--- config.mk ---
export PLATFORM = sky130hd
export DESIGN_NAME = cpu_cmd_arbiter
export DESIGN_NICKNAME = d
export VERILOG_FILES = /design/src/rtl/cpu_cmd_arbiter_pkg.sv /design/src/rtl/cpu_cmd_arbiter_rr_arbiter.sv /design/src/rtl/cpu_cmd_arbiter.sv
export SDC_FILE = /design/constraint.sdc
export NUM_CORES = 1
export LEC_CHECK = 0
export BUFFER_PORTS_ARGS = -buffer_cell sky130_fd_sc_hd__buf_4
export CAP_MARGIN = 20
export CORE_ASPECT_RATIO = 0.9
export CORE_UTILIZATION = 35
export CTS_CLUSTER_DIAMETER = 120
export DETAILED_ROUTE_END_ITERATION = 12
export PLACE_DENSITY = 0.65
export SLEW_MARGIN = 25
export SYNTH_ARGS = -nofsm -noshare
export SYNTH_HDL_FRONTEND = slang
export SYNTH_HIERARCHICAL = 1
export SYNTH_SLANG_ARGS = --single-unit
--- constraint.sdc ---
create_clock -name clk -period 1.7 [get_ports clk]
set_clock_uncertainty 0.1 [all_clocks]
set_input_delay 0 -clock clk [delete_from_list [all_inputs] [get_ports clk]]
set_output_delay 0 -clock clk [all_outputs]
set_load 0.03 [all_outputs]
--- src/rtl/cpu_cmd_arbiter_pkg.sv ---
// cpu_arb_pkg: shared definitions for the CPU command arbiter.
//   arb_state_t : arbiter FSM states
//   NOP_CMD     : command driven to the CPU whenever no command is being issued
//   CMD_W_DEF   : default command width
//   TMO_CNT_W   : width of the optional watchdog counter (CPU_ARB_TIMEOUT_EN)
package cpu_arb_pkg;

    localparam int CMD_W_DEF = 7;
    localparam int TMO_CNT_W = 16;

    localparam logic [CMD_W_DEF-1:0] NOP_CMD = 7'h00;

    typedef enum logic [1:0] {
        IDLE      = 2'd0,
        ISSUE     = 2'd1,
        WAIT_DONE = 2'd2,
        RESP      = 2'd3
    } arb_state_t;

endpackage

--- src/rtl/cpu_cmd_arbiter_rr_arbiter.sv ---
// rr_arbiter: combinational round-robin pick.
// Ports:
//   req         in  NREQ   request vector
//   ptr         in  IDX_W  index with highest priority this round
//   grant_valid out 1      at least one request is set
//   grant_idx   out IDX_W  first set request found from ptr upward, with wrap
module rr_arbiter #(
    parameter int NREQ  = 2,
    parameter int IDX_W = $clog2(NREQ)
) (
    input  logic [NREQ-1:0]  req,
    input  logic [IDX_W-1:0] ptr,
    output logic             grant_valid,
    output logic [IDX_W-1:0] grant_idx
);

    int j;

    // Scan offsets from the far end down to zero so the last hit written is
    // the one closest to ptr; avoids a break/found flag.
    always_comb begin
        grant_valid = 1'b0;
        grant_idx   = '0;
        j           = 0;
        for (int k = NREQ - 1; k >= 0; k--) begin
            j = int'(ptr) + k;
            if (j >= NREQ) begin
                j = j - NREQ;
            end
            if (req[j[IDX_W-1:0]]) begin
                grant_valid = 1'b1;
                grant_idx   = j[IDX_W-1:0];
            end
        end
    end

endmodule

--- src/rtl/cpu_cmd_arbiter.sv ---
// cpu_cmd_arbiter: shares one CPU datapath between NREQ requesters.
// A request is accepted round-robin, its command is driven to the CPU until
// the CPU drops cpu_rdy, then the arbiter waits for cpu_rdy to rise again and
// captures result/zero/error, returning them to the granted requester.
//
// Handshakes:
//   request : requester holds req_valid[i]/req_cmd slice until it sees the
//             one-cycle req_ack[i] pulse; dropping earlier just withdraws it.
//   response: rsp_valid[gnt_id] and rsp_* stay stable until the cycle
//             rsp_ready[gnt_id]=1; rsp_ready of other requesters is ignored.
//
// Ports:
//   clk, reset (async, active-high)
//   req_valid/req_cmd/req_ack        request side (req_cmd flattened, CMD_W each)
//   rsp_valid/rsp_ready/rsp_data/rsp_zero/rsp_error/rsp_timeout  response side
//   cpu_cmd/cpu_rdy/cpu_result/cpu_zero/cpu_error                CPU side
//   busy    arbiter not idle
//   gnt_id  current or last granted requester
//
// Optional feature: define CPU_ARB_TIMEOUT_EN to enable a watchdog that
// aborts a command after TMO_CYCLES cycles in ISSUE/WAIT_DONE with
// rsp_error=1, rsp_timeout=1, rsp_data=0.
module cpu_cmd_arbiter
    import cpu_arb_pkg::*;
#(
    parameter int WIDTH      = 8,
    parameter int CMD_W      = CMD_W_DEF,
    parameter int NREQ       = 2,
    parameter int TMO_CYCLES = 64
) (
    input  logic                     clk,
    input  logic                     reset,
    input  logic [NREQ-1:0]          req_valid,
    input  logic [NREQ*CMD_W-1:0]    req_cmd,
    output logic [NREQ-1:0]          req_ack,
    output logic [NREQ-1:0]          rsp_valid,
    input  logic [NREQ-1:0]          rsp_ready,
    output logic [2*WIDTH-1:0]       rsp_data,
    output logic                     rsp_zero,
    output logic                     rsp_error,
    output logic                     rsp_timeout,
    output logic [CMD_W-1:0]         cpu_cmd,
    input  logic                     cpu_rdy,
    input  logic [2*WIDTH-1:0]       cpu_result,
    input  logic                     cpu_zero,
    input  logic                     cpu_error,
    output logic                     busy,
    output logic [$clog2(NREQ)-1:0]  gnt_id
);

    localparam int IDX_W = $clog2(NREQ);
    localparam logic [CMD_W-1:0] NOP = CMD_W'(NOP_CMD);
    localparam logic [NREQ-1:0]  ONE = {{(NREQ-1){1'b0}}, 1'b1};

    if (NREQ < 2 || NREQ > 4 || TMO_CYCLES < 1) begin : g_bad_cfg
        $error("cpu_cmd_arbiter: NREQ must be 2..4 and TMO_CYCLES >= 1");
    end

    arb_state_t       state;
    logic [IDX_W-1:0] rr_ptr;

    logic             grant_valid;
    logic [IDX_W-1:0] grant_idx;
    logic [CMD_W-1:0] grant_cmd;
    logic [NREQ-1:0]  grant_oh;
    logic [NREQ-1:0]  gnt_oh;
    logic             start;
    logic             tmo_hit;

    rr_arbiter #(
        .NREQ  (NREQ),
        .IDX_W (IDX_W)
    ) u_rr (
        .req         (req_valid),
        .ptr         (rr_ptr),
        .grant_valid (grant_valid),
        .grant_idx   (grant_idx)
    );

    assign grant_cmd = req_cmd[int'(grant_idx)*CMD_W +: CMD_W];
    assign grant_oh  = ONE << grant_idx;
    assign gnt_oh    = ONE << gnt_id;

    // Arbitration only happens while the CPU reports idle.
    assign start = (state == IDLE) && cpu_rdy && grant_valid;

`ifdef CPU_ARB_TIMEOUT_EN
    logic [TMO_CNT_W-1:0] tmo_cnt;

    // Counts cycles spent in ISSUE/WAIT_DONE; the hit fires on the
    // TMO_CYCLES-th such cycle.
    always_ff @(posedge clk or posedge reset) begin
        if (reset) begin
            tmo_cnt <= '0;
        end else if (start) begin
            tmo_cnt <= '0;
        end else if (state == ISSUE || state == WAIT_DONE) begin
            tmo_cnt <= tmo_cnt + TMO_CNT_W'(1);
        end
    end

    assign tmo_hit = (state == ISSUE || state == WAIT_DONE) &&
                     (tmo_cnt == TMO_CNT_W'(TMO_CYCLES - 1));
`else
    assign tmo_hit = 1'b0;
`endif

    always_ff @(posedge clk or posedge reset) begin
        if (reset) begin
            state       <= IDLE;
            rr_ptr      <= '0;
            gnt_id      <= '0;
            cpu_cmd     <= NOP;
            req_ack     <= '0;
            rsp_valid   <= '0;
            rsp_data    <= '0;
            rsp_zero    <= 1'b0;
            rsp_error   <= 1'b0;
            rsp_timeout <= 1'b0;
            busy        <= 1'b0;
        end else begin
            req_ack <= '0;
            case (state)
                IDLE: begin
                    if (start) begin
                        req_ack <= grant_oh;
                        gnt_id  <= grant_idx;
                        cpu_cmd <= grant_cmd;
                        busy    <= 1'b1;
                        state   <= ISSUE;
                    end
                end
                ISSUE: begin
                    // cpu_rdy falling means the CPU has taken the command.
                    if (!cpu_rdy) begin
                        cpu_cmd <= NOP;
                        state   <= WAIT_DONE;
                    end else if (tmo_hit) begin
                        cpu_cmd     <= NOP;
                        rsp_data    <= '0;
                        rsp_zero    <= 1'b0;
                        rsp_error   <= 1'b1;
                        rsp_timeout <= 1'b1;
                        rsp_valid   <= gnt_oh;
                        state       <= RESP;
                    end
                end
                WAIT_DONE: begin
                    // Normal completion wins over a watchdog hit in the same cycle.
                    if (cpu_rdy) begin
                        rsp_data    <= cpu_result;
                        rsp_zero    <= cpu_zero;
                        rsp_error   <= cpu_error;
                        rsp_timeout <= 1'b0;
                        rsp_valid   <= gnt_oh;
                        state       <= RESP;
                    end else if (tmo_hit) begin
                        cpu_cmd     <= NOP;
                        rsp_data    <= '0;
                        rsp_zero    <= 1'b0;
                        rsp_error   <= 1'b1;
                        rsp_timeout <= 1'b1;
                        rsp_valid   <= gnt_oh;
                        state       <= RESP;
                    end
                end
                RESP: begin
                    if (rsp_ready[gnt_id]) begin
                        rsp_valid <= '0;
                        rr_ptr    <= (gnt_id == IDX_W'(NREQ - 1)) ? '0 : gnt_id + IDX_W'(1);
                        busy      <= 1'b0;
                        state     <= IDLE;
                    end
                end
                default: begin
                    state <= IDLE;
                    busy  <= 1'b0;
                end
            endcase
        end
    end

endmodule

==> impl_metrics.py <==
metrics = {
    "routing": {
        "num_vias": 1377,
        "wl_um": 3940,
        "drtIter0Drc": 28,
        "ant_nets": 0,
        "vias_per_cell": 4.59,
        "dr.pass1.iters": 4,
        "post_drt_wl_per_cell_um": 13.1,
        "drc_errors": 0,
    },
    "power_and_ir_drop": {
        "seqPwrFrac_pct": 30.0,
        "finalPower_w": 0.00464,
        "switching_share_pct": 41.3,
        "comb_power_share_pct": 56.9,
        "p_leak_nw": 1.30,
        "p_clk_share_pct": 13.1,
        "p_int_w": 0.00273,
        "power_density_nw_per_um2": 1720,
        "p_switching_w": 0.00192,
        "vdd_drop_max_uv": 853,
    },
    "layout": {
        "stdcell_count": 300,
        "post-route-util_pct": 64.8,
        "multiInputGateArea_sq_um": 686,
        "register_area_sq_um": 851,
        "area_delta_synth_final_pct": 74.6,
        "drive_above_1_share_pct": 52.1,
        "antenna_cells": 0,
        "fillers": 310,
        "nNetsFinal": 283,
    },
    "setup_path": {
        "startpoint_type": "register",
        "path_max_fanout": 18,
        "crit_buf_inv": 3,
        "worstSetupPathType": "register to register",
        "crit_family": "flip-flops",
        "cp_slowest_cell": "dfrtp_1",
        "worst_ep_required_time_ns": 1.76,
        "critical_path_arrival_ns": 1.71,
        "crit_chain": "inv_2 -> ha_1 -> buf_4 -> nand2_2 -> buf_12 -> mux2_2",
        "worst_setup_path_end_kind": "register",
        "max_stage_delay_ns": 0.39,
    },
    "place": {
        "place_ws_ns": -0.00174,
        "dp.cells": 254,
        "io_buffer_count": 69,
        "place_congestion": 0.706,
        "place_hpwl_um": 2560,
    },
    "synth": {
        "synth.cell_area_sq_um": 1540,
        "async_flop_share_pct": 100,
        "ys_types": 28,
        "synth_enable_flop_cells": 0,
        "yosysMostFrequentCell": "dfrtp_1",
        "synth-seq-area-share_pct": 55.1,
        "ys.flop_type": "dfrtp_1",
        "synth_nets": 165,
        "synth_commonest_cells": "dfrtp_1, mux2_2, nand2_1, mux2i_1, inv_1",
        "yosys.area.top_type": "dfrtp_1",
        "ys_ff_latch": 34,
        "ys_warn_count": 6,
        "synth_area_leaders": "dfrtp_1, mux2_2, mux2i_1",
        "synth_area_per_cell_sq_um": 12.8,
        "synthCells": 121,
        "synth_top_area_share_pct": 55.1,
    },
    "sta": {
        "fin_crit_ns": 1.65,
        "finalSetupTns_ns": 0,
        "fmax_mhz": 606,
        "setup_violations": 0,
        "finalCritPeriodShare_pct": 97.1,
        "rsz0062_at_grt": "true",
        "hold_viol": 0,
        "drv_slew": 0,
        "worst_slack_ns": 0.0497,
    },
    "die": {
        "num_rows": 22,
        "core_area_sq_um": 4160,
        "dieArea_sq_um": 4680,
        "chipHeight_um": 65.0,
        "initial_core_util_pct": 37.1,
        "io_pins": 71,
        "die_w_um": 72.0,
    },
    "run_status": {
        "status": "completed",
    },
    "global_route": {
        "grt_max_degree": 35,
        "grtUsageTotal_pct": 17.6,
        "antenna_found_initial": 0,
        "grt_pass1_vias": 1428,
        "grt_pass1_wl_um": 6200,
        "grt_overflow_total": 0,
    },
    "clock_tree": {
        "cts_tree": "done",
        "clock_latency_ns": 0.28,
        "cts_buffer_depth": 2,
        "cts_root_buf": "clkbuf_8",
        "htree_levels": 2,
        "cts_sinks": 34,
        "clk_pin_slew_ns": 0.07,
        "cts_buffers": 5,
    },
    "job": {
        "maxCapViolCount": 0,
    },
    "hold_path": {
        "worstHoldPathType": "primary input to register",
    },
}
==> tightest hold or removal path, delay by kind of cell <==
kind	cells	cell delay, ns
compound gates	1	0.06
buf+inv	3	0.29
simple gates	1	0.05
==> repair_timing <==
| item | in CTS | in global routing |
|---|---|---|
| endpoints found under the setup margin | 5 | 13 |
| gates resized for setup | 3 | 9 |
| hold buffers | 36 | 0 |
| pin swaps | 0 | 2 |
| buffers inserted | 0 | 1 |
| cloned | 0 | 1 |
| hold endpoints to repair | 62 | 0 |
==> kinds of logic (layout without fill, tap and decap cells) <==
logic type / count (synthesis) / count (layout) / share of synthesized area [%]
other cells: 1 / 1 / 0.243
buf+inv: 11 / 129 / 3.57
simple gates: 22 / 22 / 6.89
flops: 34 / 34 / 55.1
compound gates: 19 / 20 / 9.73
mux: 29 / 29 / 20.4
fa+ha+maj: 5 / 5 / 4.05
==> power by group through the flow <==
stage / clock, W / sequential, W / combinational [W]
global route: 0.000664 / 0.00144 / 0.00283
detailed placement: 0 / 0.00140 / 0.00245
floorplan: 0 / 0.00205 / 0.000877
CTS: 0.000633 / 0.00139 / 0.00255
finish: 0.000608 / 0.00139 / 0.00264
global placement: 0 / 0.00138 / 0.00239
==> metal layers <==
metal / global-route usage, % / wire (um) / part of all wire (%)
met5: 0 / 0 / 0
met2: 30.4 / 1950 / 50
met1: 19.1 / 1630 / 41
met3: 5.60 / 208 / 5.3
met4: 9.80 / 147 / 3.7
==> through the flow <==
| stage | instance area, sq um | hold WS [ns] |
|---|---|---|
| final | 2700 | 0.0616 |
| after global routing | 2700 | 0.0852 |
| after CTS | 2650 | 0.0545 |
| after detailed placement | 2180 | 0.0340 |
| after global placement | 2180 | 0.0189 |
| after floorplan | 1540 | 0.0416 |
==> final cells by class <==
| cell class | instances | share of cell area (%) |
|---|---|---|
| multi-input cells | 77 | 25.4 |
| clock buffers | 6 | 3.06 |
| inverters | 6 | 0.836 |
| well taps | 60 | 2.79 |
| flip-flops and latches | 34 | 31.6 |
| clock inverters | 2 | 0.464 |
| repair buffers | 115 | 35.8 |
==> cells in the final DEF, fill, tap and decap left out, types with 2 or more instances in the layout <==
| cell | n |
|---|---|
| dlygate4sd3_1 | 36 |
| inv_1 | 4 |
| mux2i_1 | 9 |
| mux2_2 | 20 |
| nor2_1 | 5 |
| inv_2 | 2 |
| buf_4 | 78 |
| ha_2 | 3 |
| a21boi_1 | 2 |
| o31ai_2 | 6 |
| dfrtp_1 | 34 |
| ha_1 | 2 |
| clkbuf_8 | 6 |
| nand3b_1 | 2 |
| a21oi_1 | 2 |
| o21ai_0 | 4 |
| nand2_1 | 10 |
==> state kept, by name, indices dropped and copies added (netlist names) <==
signal	cells
busy	1
cpu_cmd	7
gnt_id	1
req_ack	2
rr_ptr	1
rsp_data	16
rsp_error	1
rsp_valid	2
rsp_zero	1
state	2
==> path summary, 6_finish.rpt <==
path	start	end	slack, ns	cells after the start
min in group asynchronous	reset	cpu_cmd[0]	0.28	4
worst min-delay path	req_valid[0]	req_ack[1]	0.06	5
worst max register to register	state[0]	rsp_data[3]	0.05	6
worst max-delay path	state[0]	rsp_data[3]	0.05	6
worst min register to register	cpu_cmd[4]	cpu_cmd[4]	0.40	2
max in group asynchronous	reset	rsp_data[4]	0.91	4
(Power assumes the default switching activity.)
